===== src/rtl/message_schedule.sv =====
// SHA-256 message schedule: expands one 512-bit block into W[0..63] through a 16-word sliding window.
// Optional build macro MSG_SCHED_KROM_EN adds the internal K ROM; without it Ki is tied to 0.
module message_schedule (
    input  logic         clk,
    input  logic         rst_n,
    input  logic         start,
    input  logic [511:0] block_in,
    output logic         ready,
    output logic         busy,
    output logic         load_digest,
    output logic         wi_valid,
    output logic [31:0]  Wi,
    output logic [31:0]  Ki,
    output logic [5:0]   round,
    output logic         done
);

    typedef enum logic [1:0] {
        S_IDLE  = 2'd0,
        S_LOAD  = 2'd1,
        S_ROUND = 2'd2,
        S_DONE  = 2'd3
    } state_t;

    state_t            state_q, state_d;
    logic [15:0][31:0] w_q, w_d;
    logic [5:0]        round_q, round_d;
    logic              ready_q, ready_d;
    logic              busy_q, busy_d;
    logic              load_digest_q, load_digest_d;
    logic              wi_valid_q, wi_valid_d;
    logic              done_q, done_d;
    logic [31:0]       w_next;

    function automatic logic [31:0] sig0(input logic [31:0] x);
        return {x[6:0], x[31:7]} ^ {x[17:0], x[31:18]} ^ (x >> 3);
    endfunction

    function automatic logic [31:0] sig1(input logic [31:0] x);
        return {x[16:0], x[31:17]} ^ {x[18:0], x[31:19]} ^ (x >> 10);
    endfunction

    // w[i] holds W[t+i]; the new tail word is W[t+16]
    assign w_next = sig1(w_q[14]) + w_q[9] + sig0(w_q[1]) + w_q[0];

    always_comb begin
        state_d = state_q;
        w_d     = w_q;
        round_d = round_q;
        case (state_q)
            S_IDLE: begin
                if (start) begin
                    for (int i = 0; i < 16; i++) w_d[i] = block_in[511-32*i -: 32];
                    state_d = S_LOAD;
                end
            end
            S_LOAD: begin
                round_d = 6'd0;
                state_d = S_ROUND;
            end
            S_ROUND: begin
                for (int i = 0; i < 15; i++) w_d[i] = w_q[i+1];
                w_d[15] = w_next;
                if (round_q == 6'd63) state_d = S_DONE;
                else round_d = round_q + 6'd1;
            end
            S_DONE: begin
                round_d = 6'd0;
                state_d = S_IDLE;
            end
            default: state_d = S_IDLE;
        endcase
        // Status outputs are decoded from the next state so they land registered
        ready_d       = (state_d == S_IDLE);
        busy_d        = (state_d != S_IDLE);
        load_digest_d = (state_d != S_ROUND);
        wi_valid_d    = (state_d == S_ROUND);
        done_d        = (state_d == S_DONE);
    end

    always_ff @(posedge clk or negedge rst_n) begin
        if (!rst_n) begin
            state_q       <= S_IDLE;
            w_q           <= '0;
            round_q       <= 6'd0;
            ready_q       <= 1'b1;
            busy_q        <= 1'b0;
            load_digest_q <= 1'b1;
            wi_valid_q    <= 1'b0;
            done_q        <= 1'b0;
        end else begin
            state_q       <= state_d;
            w_q           <= w_d;
            round_q       <= round_d;
            ready_q       <= ready_d;
            busy_q        <= busy_d;
            load_digest_q <= load_digest_d;
            wi_valid_q    <= wi_valid_d;
            done_q        <= done_d;
        end
    end

    assign ready       = ready_q;
    assign busy        = busy_q;
    assign load_digest = load_digest_q;
    assign wi_valid    = wi_valid_q;
    assign done        = done_q;
    assign round       = round_q;
    assign Wi          = w_q[0];

`ifdef MSG_SCHED_KROM_EN
    logic [31:0] k_rom;

    always_comb begin
        k_rom = 32'h0;
        case (round_q)
            6'd0:  k_rom = 32'h428a2f98;  6'd1:  k_rom = 32'h71374491;
            6'd2:  k_rom = 32'hb5c0fbcf;  6'd3:  k_rom = 32'he9b5dba5;
            6'd4:  k_rom = 32'h3956c25b;  6'd5:  k_rom = 32'h59f111f1;
            6'd6:  k_rom = 32'h923f82a4;  6'd7:  k_rom = 32'hab1c5ed5;
            6'd8:  k_rom = 32'hd807aa98;  6'd9:  k_rom = 32'h12835b01;
            6'd10: k_rom = 32'h243185be;  6'd11: k_rom = 32'h550c7dc3;
            6'd12: k_rom = 32'h72be5d74;  6'd13: k_rom = 32'h80deb1fe;
            6'd14: k_rom = 32'h9bdc06a7;  6'd15: k_rom = 32'hc19bf174;
            6'd16: k_rom = 32'he49b69c1;  6'd17: k_rom = 32'hefbe4786;
            6'd18: k_rom = 32'h0fc19dc6;  6'd19: k_rom = 32'h240ca1cc;
            6'd20: k_rom = 32'h2de92c6f;  6'd21: k_rom = 32'h4a7484aa;
            6'd22: k_rom = 32'h5cb0a9dc;  6'd23: k_rom = 32'h76f988da;
            6'd24: k_rom = 32'h983e5152;  6'd25: k_rom = 32'ha831c66d;
            6'd26: k_rom = 32'hb00327c8;  6'd27: k_rom = 32'hbf597fc7;
            6'd28: k_rom = 32'hc6e00bf3;  6'd29: k_rom = 32'hd5a79147;
            6'd30: k_rom = 32'h06ca6351;  6'd31: k_rom = 32'h14292967;
            6'd32: k_rom = 32'h27b70a85;  6'd33: k_rom = 32'h2e1b2138;
            6'd34: k_rom = 32'h4d2c6dfc;  6'd35: k_rom = 32'h53380d13;
            6'd36: k_rom = 32'h650a7354;  6'd37: k_rom = 32'h766a0abb;
            6'd38: k_rom = 32'h81c2c92e;  6'd39: k_rom = 32'h92722c85;
            6'd40: k_rom = 32'ha2bfe8a1;  6'd41: k_rom = 32'ha81a664b;
            6'd42: k_rom = 32'hc24b8b70;  6'd43: k_rom = 32'hc76c51a3;
            6'd44: k_rom = 32'hd192e819;  6'd45: k_rom = 32'hd6990624;
            6'd46: k_rom = 32'hf40e3585;  6'd47: k_rom = 32'h106aa070;
            6'd48: k_rom = 32'h19a4c116;  6'd49: k_rom = 32'h1e376c08;
            6'd50: k_rom = 32'h2748774c;  6'd51: k_rom = 32'h34b0bcb5;
            6'd52: k_rom = 32'h391c0cb3;  6'd53: k_rom = 32'h4ed8aa4a;
            6'd54: k_rom = 32'h5b9cca4f;  6'd55: k_rom = 32'h682e6ff3;
            6'd56: k_rom = 32'h748f82ee;  6'd57: k_rom = 32'h78a5636f;
            6'd58: k_rom = 32'h84c87814;  6'd59: k_rom = 32'h8cc70208;
            6'd60: k_rom = 32'h90befffa;  6'd61: k_rom = 32'ha4506ceb;
            6'd62: k_rom = 32'hbef9a3f7;  6'd63: k_rom = 32'hc67178f2;
        endcase
    end

    // Constants are only presented while a round is live
    assign Ki = wi_valid_q ? k_rom : 32'h0;
`else
    assign Ki = 32'h0;
`endif

endmodule


===== config.mk =====
export PLATFORM = sky130hd
export DESIGN_NAME = message_schedule
export DESIGN_NICKNAME = d
export VERILOG_FILES = /design/src/rtl/message_schedule.sv
export SDC_FILE = /design/constraint.sdc
export NUM_CORES = 2
export LEC_CHECK = 0
export ABC_AREA = 1
export BUFFER_PORTS_ARGS = -buffer_cell sky130_fd_sc_hd__buf_2
export CORE_ASPECT_RATIO = 0.6
export CORE_UTILIZATION = 51
export CTS_CLUSTER_DIAMETER = 50
export DETAILED_ROUTE_END_ITERATION = 12
export GPL_TIMING_DRIVEN = 0
export PLACE_DENSITY = 0.81
export SLEW_MARGIN = 20
export SYNTH_ARGS = -nofsm -noshare
export SYNTH_HDL_FRONTEND = slang
export SYNTH_SLANG_ARGS = --single-unit

===== constraint.sdc =====
create_clock -name clk -period 3.3 [get_ports clk]
set_input_delay 0.99 -clock clk [delete_from_list [all_inputs] [get_ports clk]]
set_output_delay 0.99 -clock clk [all_outputs]
set_load 0.02 [all_outputs]

Word level (Yosys, flattened, before mapping)
Cells that the tools add are included.

word-level totals
  output and inout bits = 75
  bits of input ports = 515
  bits in registers = 525

cells by class
  bitwise gates (word level) = 4
  eq/ne operators = 9
  reduce and logical (&&, ||, !) cells = 8
  multiplexer cells = 7
  $add $sub $neg = 4

operators by type and width
  kind                 number
  $pmux 512 s2         1
  $mux 512             1
  $add 32x32->32       3
  $xor 32x32->32       2
  $xor 32x22->32       1
  $xor 32x29->32       1
  $pmux 6 s2           1
  $eq 2x2->1 const B   4
  $pmux 2 s4           1
  $add 6x1->6 const B  1
  $eq 6x6->1 const B   1
  $mux 6               1
  $ne 2x2->1 const B   3
  $reduce_bool 2->1    3
  $logic_not 2->1      2
  $mux 2               2
  $reduce_and 2->1     2
  $eq 2x1->1 const B   1
  $reduce_or 2->1      1

Depth between registers and ports, before layout
  depth in word-level cells = 6
  mapped depth = 21

Worst setup path after synthesis
Ideal clock, no wire load.

  path kind = register to register
  from = reg w_q[466] in the netlist's numbering
  to = reg w_q[501] in the netlist's numbering
  arrival time = 3.187 ns
  buffers on the path = 1
  setup time = 0.130 ns
  path slack = -0.017 ns
  cell stages (with the launch flop) = 20
  data required time = 3.170 ns
  cell sequence = dfrtp_1 > buf_2 > xnor2_1 > xor2_1 > fa_1 > fa_1 > inv_1 > ha_1 > inv_1 > fa_1 > inv_1 > nand3_1 > nand3_1 > nand2_1 > nand3_1 > nand2_1 > nand3_1 > nand3_1 > nand2_1 > o21ai_0

on the way
  word-level cells in the longest chain between the ends = 6

ends and longest elaborated chain
  item                            RTL line  text
  start, declared                 26        logic [15:0][31:0] w_q, w_d;
  start signal, assigned          93        w_q <= w_d;
  $xor 32x32->32                  40        return {x[16:0], x[31:17]} ^ {x[18:0], x[31:19]} ^ (x >> 10);
  $xor 32x22->32 *                40
  $add 32x32->32 * (3 in series)  44        assign w_next = sig1(w_q[14]) + w_q[9] + sig0(w_q[1]) + w_q[0];
  $pmux 512 s2 *                  50        case (state_q)

Every way passes the cells marked *; elsewhere a longest branch is shown, timed or not.
A chain may end at the register's enable or synchronous reset.

Final worst setup path
  from = reg w_q[473] in the netlist's numbering
  to = reg w_q[499] in the netlist's numbering

The elaborated chain is that of the path after synthesis.

==> results.md <==
- Num CTS Buffers: 53
- DRT Wirelength: 123 mm
- Setup crit end: w_q[499]$_DFFE_PN0P_
- Maximum clock path buffer count: 3
- Clk slew on worst S/H paths: 60 ps
- Row cnt: 68
- Largest net degree at the start of global routing: approximately 100
- Yosys reg bits: 525
- Post-CTS Hold Fix Bufs: 0
- H-tree levels: 2
- Vias per cell: about 5.7
- Gpl congestion: 1.02
- Vias: between 20000 and 30000
- Drt first pass iters: 5
- Largest family of logic cells by synthesized area: simple AND/OR/NAND/NOR gates
- TritonCTS clock tree: built
- Critical path's slowest cell: dfrtp_4
- DP Area: 33700 µm²
- Synth Area in Simple Gates: 19.9%
- Post-synthesis mux area share: 0%
- DR iter-0 viols: 3597
- Input/output buffers: 557
- Share of cells above drive strength 1: approximately 27%
- Vias in the first global route: between 20000 and 30000
- Chip Height: approximately 190 µm
- Initial Util: between 50 and 60%
- Crit-path max FO: 5
- RSZ-0062 raised after global routing: true
- Compound-gate portion of the synthesized area: 15.0%
- Reg2Reg Depth: 18
- Final Instance Count excl. Fillers: between 5000 and 6000
- Initial antenna violation count: 19
- Biggest cell delay along the critical path: 600 ps
- Synth Instances: approximately 3800
- Period utilisation layout: 107%
- Worst reg2reg setup slack: -230 ps
- Worst Setup Start Kind: flop
- Final setup violation count: 27
- CTS root buffer: clkbuf_16
- Commonest non-fill, non-tap cell in the layout: nand2_1
- Avg Inst Size Synth: ~7.9 µm²
- Worst endpoint data arrival time: 4010 ps
- Max Cap Viol: 0
- XOR/XNOR Fraction of Synth Area: slightly below 4%
- Area grow syn2layout: 26.5%
- Final slew viol count: 0
- Setup WS post-layout: -228 ps
- Utilization after layout: 65.2%
- Commonest non-fill, non-tap cells in the layout: 989 x nand2_1, 729 x buf_2, 503 x dfrtp_1
- Crit end category: flop
- Hold Fails Final Rpt: 0
- Nets@finish: just over 5000
- Die X: 313 µm
- Failing checks: setup timing
- Final setup skew: 30.4 ps
- Post-synthesis cell type count: 35
- Global-route wire length before repair: between 150 and 200 mm
- Post-route minimum period: 3530 ps
- Die area: a little under 60000 µm²
- Setup WS pre-CTS: -783 ps
- DP Cell Count: about 5000
- Clock sinks: between 500 and 600
- Outcome: finished with violations
- Worst min-delay path class: in2async
- Critical Path RT: approximately 3800 ps
- Post-synthesis sequential area ratio: around 44%
- I/O pin cnt: 590
- Adder-Cell Fraction of Synth Area: roughly 5.7%
- Routed len/inst: between 20 and 25 µm
- Post-route cell area: between 30000 and 40000 µm²
- Cells along the critical path: xnor2_4 -> xor2_2 -> fa_1 -> fa_1 -> inv_2 -> ha_4 -> nand2_2 -> inv_2 -> nand2_2 -> nand2_1 -> nand2_1 -> nand3b_1 -> buf_6 -> nand2_2 -> nand3_1 -> nand3_2 -> nand2_1 -> o21ai_1
- Remaining global-route overflow: 0
- Slew HR: a little under a third
- DRC Markers: 0
- Detailed placement HPWL: 97.0 mm
- Total track usage: about 41%
- Routed Antenna Nets: 0
- Clock Latency Late Sink: roughly 620 ps
- Max frequency: ~280 MHz
- CP Launch Point: w_q[473]$_DFFE_PN0P_
- Synth warn: 0
- Actual slew at the worst max-slew pin: around 1000 ps
- Total core area: 57500 µm²
- Crit Path Category: reg2reg
- Post-synth design cell area: between 20000 and 30000 µm²
- R2r endpoint: w_q[499]$_DFFE_PN0P_
- R2r startpoint: w_q[473]$_DFFE_PN0P_
cell usage after synthesis:
cell type | count | share of area [%]
nand3_2 | 1 | 0.034
nor2_2 | 1 | 0.021
o21ai_2 | 1 | 0.030
o21a_1 | 1 | 0.025
nand3b_1 | 1 | 0.025
buf_1 | 5 | 0.063
and2_1 | 1 | 0.021
conb_1 | 1 | 0.013
a21o_1 | 2 | 0.051
nand2_2 | 3 | 0.063
dfrtp_1 | 523 | 44
a21oi_1 | 31 | 0.52
a22oi_1 | 1 | 0.025
xnor2_1 | 68 | 2.0
nand4_1 | 3 | 0.063
inv_1 | 417 | 5.3
nand3_1 | 48 | 0.81
nor3b_1 | 1 | 0.025
a31oi_1 | 319 | 6.7
buf_4 | 70 | 1.8
dfstp_2 | 2 | 0.18
clkbuf_1 | 88 | 1.1
nor2_1 | 406 | 5.1
nor3_1 | 4 | 0.067
fa_1 | 62 | 4.2
ha_1 | 36 | 1.5
clkinv_2 | 1 | 0.017
o211ai_1 | 169 | 4.3
nand2_1 | 1075 | 14
and3_1 | 1 | 0.021
o21bai_1 | 4 | 0.10
o21ai_0 | 190 | 3.2
buf_2 | 174 | 2.9
o21ai_1 | 3 | 0.051
xor2_1 | 64 | 1.9
repair_timing:
action                     in CTS  in global routing
pin swaps                      78                 96
resized for setup             248                143
setup buffers                  28                 11
setup endpoints to repair      30                 29
logic make-up (layout without fill, tap and decap cells):
| kind of cell | Yosys count | count (layout) |
|---|---|---|
| AO/OA/AOI/OAI | 721 | 721 |
| XOR/XNOR | 132 | 132 |
| adder cells (fa/ha/maj) | 98 | 98 |
| buffers and inverters | 755 | 1438 |
| flip-flops | 525 | 525 |
| other | 1 | 48 |
| AND/OR/NAND/NOR | 1545 | 1545 |
layer usage:
layer	part of all wire [%]	vias up	routed length (µm)	global-route usage (%)
li1	-	13300	-	-
met1	42	14500	51200	58.7
met2	40	1796	49500	55.8
met3	15	266	18100	17.2
met4	3.3	12	4070	11.2
met5	0.066	-	81	0
cell type report:
| cell class | instances | area, µm² |
|---|---|---|
| buffer | 321 | 1700 |
| clock inverter | 23 | 384 |
| inverter | 418 | 1580 |
| tap | 770 | 963 |
| fill | 4963 | 20000 |
| multi-input combinational | 2528 | 14900 |
| timing repair buffer | 600 | 3290 |
| sequential | 525 | 13200 |
| clock buffer | 76 | 1530 |
| antenna | 16 | 40.0 |
metrics by stage:
| step | hold slack [ps] | setup TNS, ps |
|---|---|---|
| 2_1_floorplan | 449 | 0 |
| 3_3_place_gp | 466 | -5000460 |
| 3_5_place_dp | 470 | -16550 |
| 4_1_cts | 380 | -1330 |
| 5_1_grt | 401 | -7160 |
| 6_report | 337 | -4510 |
registers in the layout (all words and copies together) (netlist names):
name	flops
w_q	480
ready	1
load_digest	1
wi_valid	1
state_q	2
done	1
busy	1
Wi	32
round	6
worst max-delay path: cells and delay by family, from the launching register on:
kind                       cells  cell delay, ps
AOI/OAI and AO/OA              1              50
xor gates and xnor gates       2             440
adders and majority gates      3            1300
buffers and inverters          3             270
DFF                            1             600
and+or+nand+nor                9             720
worst min path at each step:
stage / startpoint / endpoint / slack, ps / depth (start not counted)
after global placement: w_q[497]$_DFFE_PN0P_ / w_q[497]$_DFFE_PN0P_ / 470 / 2
final: rst_n / round[4]$_DFFE_PN0P_ / 340 / 1
after detailed placement: w_q[497]$_DFFE_PN0P_ / w_q[497]$_DFFE_PN0P_ / 470 / 2
after floorplan: w_q[497]$_DFFE_PN0P_ / w_q[497]$_DFFE_PN0P_ / 450 / 2
after global routing: rst_n / round[1]$_DFFE_PN0P_ / 400 / 1
after CTS: rst_n / state_q[1]$_DFF_PN0_ / 380 / 1
Power is left out: the tool's default activity adds up to more than one toggle a clock period on the data nets, which glitch-free logic cannot reach.
